<file path="src/rtl/count_piso_tx.sv">
// count_piso_tx: parallel-in / serial-out frame transmitter.
// Accepts one WIDTH-bit word per valid/ready handshake and sends it on a
// single registered line as: start bit (0), data bits, optional even parity,
// stop bit (1). The line idles high.
//
// Parameters:
//   WIDTH     - data word width (1..16)
//   MSB_FIRST - 1: in_data[WIDTH-1] goes out first, 0: in_data[0] first
//   PARITY_EN - 1: append even parity over the data bits
//
// Ports:
//   clk      - rising-edge clock
//   rst      - synchronous active-high reset
//   in_valid - in_data holds a word to send
//   in_ready - block can take a word this cycle (state decode only)
//   in_data  - parallel word, captured on the accepting edge
//   ser_out  - registered serial line
//   busy     - high from the start bit through the stop bit
//   done     - one-cycle pulse coincident with the stop bit
module count_piso_tx #(
    parameter int WIDTH     = 4,
    parameter bit MSB_FIRST = 1'b1,
    parameter bit PARITY_EN = 1'b1
) (
    input  logic             clk,
    input  logic             rst,
    input  logic             in_valid,
    output logic             in_ready,
    input  logic [WIDTH-1:0] in_data,
    output logic             ser_out,
    output logic             busy,
    output logic             done
);

    localparam int            CW   = (WIDTH > 1) ? $clog2(WIDTH) : 1;
    localparam logic [CW-1:0] LAST = CW'(WIDTH - 1);

    typedef enum logic [2:0] {IDLE, START, DATA, PARITY, STOP} state_t;

    state_t           state, state_nxt;
    logic [WIDTH-1:0] shreg, shreg_nxt, shifted;
    logic [CW-1:0]    cnt, cnt_nxt;
    logic             par, par_nxt;
    logic             ser_nxt, busy_nxt, done_nxt;
    logic             accept, cur_bit;

    assign in_ready = (state == IDLE) || (state == STOP);
    assign accept   = in_valid && in_ready;

    // The bit about to be presented always sits at the outgoing end.
    assign cur_bit  = MSB_FIRST ? shreg[WIDTH-1] : shreg[0];
    assign shifted  = MSB_FIRST ? (shreg << 1) : (shreg >> 1);

    // Outputs are registered, so everything here is computed for the
    // state being entered, not the current one.
    always_comb begin
        state_nxt = state;
        shreg_nxt = shreg;
        cnt_nxt   = cnt;
        par_nxt   = par;
        ser_nxt   = 1'b1;
        done_nxt  = 1'b0;
        case (state)
            IDLE: begin
                if (accept) begin
                    state_nxt = START;
                    shreg_nxt = in_data;
                    par_nxt   = ^in_data;
                end
            end
            START: begin
                state_nxt = DATA;
                cnt_nxt   = '0;
                ser_nxt   = cur_bit;
                shreg_nxt = shifted;
            end
            DATA: begin
                if (cnt == LAST) begin
                    if (PARITY_EN) begin
                        state_nxt = PARITY;
                        ser_nxt   = par;
                    end else begin
                        state_nxt = STOP;
                        done_nxt  = 1'b1;
                    end
                end else begin
                    cnt_nxt   = cnt + 1'b1;
                    ser_nxt   = cur_bit;
                    shreg_nxt = shifted;
                end
            end
            PARITY: begin
                state_nxt = STOP;
                done_nxt  = 1'b1;
            end
            STOP: begin
                // Back-to-back: a word taken during the stop bit starts
                // its frame on the very next cycle.
                if (accept) begin
                    state_nxt = START;
                    shreg_nxt = in_data;
                    par_nxt   = ^in_data;
                end else begin
                    state_nxt = IDLE;
                end
            end
            default: state_nxt = IDLE;
        endcase
        if (state_nxt == START) ser_nxt = 1'b0;
        busy_nxt = (state_nxt != IDLE);
    end

    always_ff @(posedge clk) begin
        if (rst) begin
            state   <= IDLE;
            shreg   <= '0;
            cnt     <= '0;
            par     <= 1'b0;
            ser_out <= 1'b1;
            busy    <= 1'b0;
            done    <= 1'b0;
        end else begin
            state   <= state_nxt;
            shreg   <= shreg_nxt;
            cnt     <= cnt_nxt;
            par     <= par_nxt;
            ser_out <= ser_nxt;
            busy    <= busy_nxt;
            done    <= done_nxt;
        end
    end

endmodule

</file>
<file path="config.mk">
export PLATFORM = sky130hd
export DESIGN_NAME = count_piso_tx
export DESIGN_NICKNAME = d
export VERILOG_FILES = /design/src/rtl/count_piso_tx.sv
export SDC_FILE = /design/constraint.sdc
export NUM_CORES = 1
export LEC_CHECK = 0
export ABC_AREA = 1
export BUFFER_PORTS_ARGS = -buffer_cell sky130_fd_sc_hd__buf_2
export CORE_AREA = 2 2 39 41
export DETAILED_ROUTE_END_ITERATION = 10
export DIE_AREA = 0 0 41 43
export GPL_TIMING_DRIVEN = 0
export PLACE_DENSITY = 0.72
export SETUP_SLACK_MARGIN = 0.2
export SLEW_MARGIN = 20
export SYNTH_ARGS = -nofsm -noshare
export SYNTH_HDL_FRONTEND = slang
export SYNTH_SLANG_ARGS = --single-unit
</file>
<file path="constraint.sdc">
create_clock -name clk -period 1.4 [get_ports clk]
set_clock_uncertainty 0.1 [all_clocks]
set_input_delay 0.14 -clock clk [delete_from_list [all_inputs] [get_ports clk]]
set_output_delay 0.14 -clock clk [all_outputs]
set_load 0.01 [all_outputs]
</file>
**After elaboration in Yosys (flattened, before gate mapping)**

Cells that the tools add are included.

- Output and inout bits: 4
- Bits in registers: 13
- Word-level logic and storage cells: 40
- Input port bits: 7

- Reduce and logical (&&, ||, !) cells: 11
- $add $sub $neg: 1
- Mux-type cells: 13
- Equal/unequal tests: 8

Operator list:

| kind | count |
|---|---|
| $pmux W3 S5 | 1 |
| $pmux W4 S3 | 1 |
| $mux W4 | 2 |
| $eq A3 B1 Y1 const B | 2 |
| $eq A3 B2 Y1 const B | 2 |
| $mux W3 | 2 |
| $reduce_bool A3 Y1 | 2 |
| $mux W1 | 4 |
| $pmux W2 S2 | 1 |
| $reduce_and A2 Y1 | 2 |
| $reduce_xor A4 Y1 | 1 |
| $eq A3 B3 Y1 const B | 1 |
| $logic_not A3 Y1 | 1 |
| $reduce_and A3 Y1 | 1 |
| $add A2 B1 Y2 const B | 1 |
| $eq A2 B2 Y1 const B | 1 |
| $mux W2 | 1 |
| $ne A2 B1 Y1 const B | 1 |
| $ne A2 B2 Y1 const B | 1 |
| $pmux W1 S2 | 1 |
| $reduce_bool A2 Y1 | 1 |
| $reduce_or A2 Y1 | 1 |
| $logic_and A1 B1 Y1 | 1 |
| $logic_or A1 B1 Y1 | 1 |

**Depth between registers and ports, before layout**

- Word-level depth: 7
- Mapped depth: 7
- Depth with buffers taken out: 7

**Least setup slack after synthesis**

OpenSTA, ideal clock, no wires.

- Kind: register to register
- Start point: register cnt[0]
- End point: register shreg[0]
- Path buffers: 0
- Data required time: 1.187 ns
- Setup slack: 0.179 ns
- Library setup time: 0.113 ns
- Period minus slack after synthesis: 1.221 ns
- Arrival time: 1.008 ns
- Stages on the path, launching flop included: 7
- Path through: dfxtp_1 > ha_1 > nand4_1 > nand2_2 > nand2_1 > nor2_1 > nor2_1

- Cells in the longest elaborated chain, start to end: 3

Ends and longest elaborated chain:

| element | RTL line | source |
|---|---|---|
| from (decl) | 42 | `logic [CW-1:0] cnt, cnt_nxt;` |
| from (signal assigned) | 125 | `cnt <= cnt_nxt;` |
| $eq A2 B2 Y1 | 78 | `if (cnt == LAST) begin` |
| $ne A2 B2 Y1 (no line) | n/a |  |
| $reduce_and A3 Y1 (no line) | n/a |  |
| to (signal assigned) | 124 | `shreg <= shreg_nxt;` |
| to (decl) | 41 | `logic [WIDTH-1:0] shreg, shreg_nxt, shifted;` |

No other way between the ends.
A chain may end at the register's enable or synchronous reset.

**Final worst setup path**

- Start point: register cnt[1]
- End point: register shreg[1]

The elaborated chain is that of the path after synthesis.

==> results.md <==
- Max Cap Viol: 0
- CP max stage delay: 0.36 ns
- Synth Cell Area: between 600 and 700 um2
- Final min period: 1.29 ns
- Max Fclk: 775 MHz
- Status: completed
- Power Density: 1030 mW/mm2
- Pleak: around 0.42 nW
- DR DRC count: 0
- Initial DRC count: 17
- Worst path cell trace: ha_4, nand4_1, nand2_4, nand3_2, nand2_1, nor2_1
- Stages on worst setup path: 6
- Syn_nets: 97
- Synth Warn #: 0
- Reg-to-reg slack, setup: 0.11 ns
- Clock Latency Late Sink: 0.29 ns
- Gr ovfl total: 0
- Synthesis-to-layout area growth: 35.6%
- Sinks on Clock Net: 13
- R2R depth: 6
- Via count: around 640
- CP Max Fanout: 6
- Initial core utilization: 45.9%
- Ant. Diodes: 0
- Layout cells sized above 1: 41.3%
- RSZ-0062 raised after global routing: true
- Nets: 118
- Slowest cell on the critical path: dfxtp_2
- Synth unique cells: 20
- Fin util: between 60% and 70%
- Die W: 41 um
- Final WL: 1520 um
- Root buf cell: clkbuf_4
- Instance count of the mapped netlist: 89
- Rows: 14
- Vias in the first global route: 613
- H-tree Lvls: 1
- First drt pass iteration count: 5
- Worst path top cell family by delay: simple AND/OR/NAND/NOR gates
- Die Footprint: about 0.0018 mm2
- WP buf/inv: 0
- Pin slew with the least headroom to its limit: 0.230 ns
- Register area: between 200 and 300 um2
- CP endpoint kind: flop
- # IOs: 11
- Wirelength per Cell: 12.1 um
- Setup-failing EPs final: 0
- Crit Path Class: reg -> reg
- Worst vdd ir: 0.000650 V
- Register area share after synthesis: 40.9%
- CP arrival: 1.37 ns
- Core outline area: 0.00138 mm2
- Multi-input gate area: 377 um2
- Clk buf depth: 2
- Total CTS buffers: 3
- TritonCTS clock tree: done
- Startpoint Class: flop
- Post-DP HPWL: 941 um
- Mean Syn Cell Area: 7.14 um2
- Fillers: between 100 and 150
- HP Class: in -> reg
- DR vias/cell: approximately 5.1
- Slew Viols, Final: 0
- Crit path required time: 1.48 ns
- Fin. Hold Viols: 0
- Final worst-path cycle share: ~92%
- Overall Global Routing Usage: 20.0%
- RePlAce Congestion: 0.790
- #FFs+latches synth: 13
- IO buf count: 10
- Sum of negative setup slack: 0 ns
- Pin count of the biggest net entering global routing: 9
- Reg clk slew, reported paths: 0.09 ns
- Antenna violations before repair: 0
- First-pass GRT wire length: 2440 um
- Slew margin rel.: 84.5%
- WHS Path Cells: 4
- Die span in y: approximately 43 um
- Post-route ant nets: 0
sequential cells by signal, summed over array words and instances (netlist names):
name and count:
shreg 4, state 3, cnt 2, busy 1
done 1, par 1, ser_out 1
path summary, 6_finish.rpt:
| path | startpoint | end |
|---|---|---|
| worst max-delay path | cnt[1]$_SDFFE_PP0P_ | shreg[1]$_SDFFE_PP0P_ |
| worst min-delay path | in_valid | ser_out$_SDFF_PP1_ |
| worst max register to register | cnt[1]$_SDFFE_PP0P_ | shreg[1]$_SDFFE_PP0P_ |
| worst min register to register | state[2]$_SDFF_PP0_ | state[2]$_SDFF_PP0_ |
cells in the final DEF (no fill, tap or decap), types with 2 or more instances in the layout:
master / Yosys / layout
a21oi_1: 5 / 3
a21oi_2: 1 / 3
buf_2: 0 / 9
buf_4: 0 / 4
buf_6: 1 / 3
clkbuf_4: 0 / 3
dfxtp_1: 13 / 8
dfxtp_2: 0 / 2
dfxtp_4: 0 / 3
inv_1: 11 / 7
inv_2: 1 / 5
nand2_1: 21 / 20
nand2_4: 0 / 2
nand3_1: 6 / 2
nand3_2: 2 / 6
nand4_1: 2 / 2
nor2_1: 10 / 10
nor4_1: 2 / 2
o21ai_0: 6 / 6
cell type report:
class,count,area share (%)
plain buffers,1,1.31
clock buffers,3,2.61
clock inverters,1,0.581
inverters,12,5.22
multi-input cells,63,43.7
flip-flops and latches,13,31.8
well taps,16,2.32
repair buffers,16,12.5
worst min-delay path: cells and delay by family:
family,cells,cell delay [ns]
buffers and inverters,1,0.11
AND/OR/NAND/NOR,3,0.21
where the power goes:
part	leakage [nW]	switching, mW	internal, mW
registers	0.110	0.0219	0.401
clock network	0.0177	0.134	0.106
logic	0.294	0.130	0.0986
synthesized netlist by cell type, drive strengths merged:
library cell  count  area [um2]
a21oi             6        33.8
o21ai             6        30.0
nand2            23        91.3
nand2b            1        6.26
xnor2             1        8.76
ha                1        12.5
nor2             11        43.8
buf               1        11.3
xor2              1        8.76
nor4              2        12.5
dfxtp            13         260
a21o              1        8.76
inv              12        45.0
nand4             2        12.5
nand3             8        50.1
metrics by stage:
step	total power, mW	area (um2)	hold slack [ns]	worst slack, ns	cells
finish	0.891	862	0.120	0.110	125
global route	0.938	862	0.137	0.0383	125
floorplan	0.556	638	0.102	0.200	89
detailed placement	0.607	708	0.285	0.0788	115
CTS	0.866	816	0.119	0.160	124
global placement	0.601	708	0.277	0.105	115
cell families (layout without fill, tap and decap cells):
kind of cell | Yosys count | in the layout | share of synthesized area, %
compound gates | 13 | 13 | 11.4
xor+xnor | 2 | 2 | 2.76
fa+ha+maj | 1 | 1 | 1.97
buf+inv | 13 | 33 | 8.86
flops | 13 | 13 | 40.9
simple gates | 47 | 47 | 34.1
per-layer routing:
metal | vias up | routed length (um) | GRT usage [%]
li1 | 332 | - | -
met1 | 295 | 695 | 24.4
met2 | 11 | 740 | 31.9
met3 | 3 | 49 | 3.14
met4 | 0 | 30 | 10.0
met5 | - | 0 | 0
what timing repair did:
action,in CTS,in global routing
setup buffers,4,1
hold buffers,1,0
gates resized for setup,13,12
endpoints found under the setup margin,10,11
pin swaps,4,6
hold endpoints to repair,3,0
Note: power is estimated with default switching activity, not from simulation.
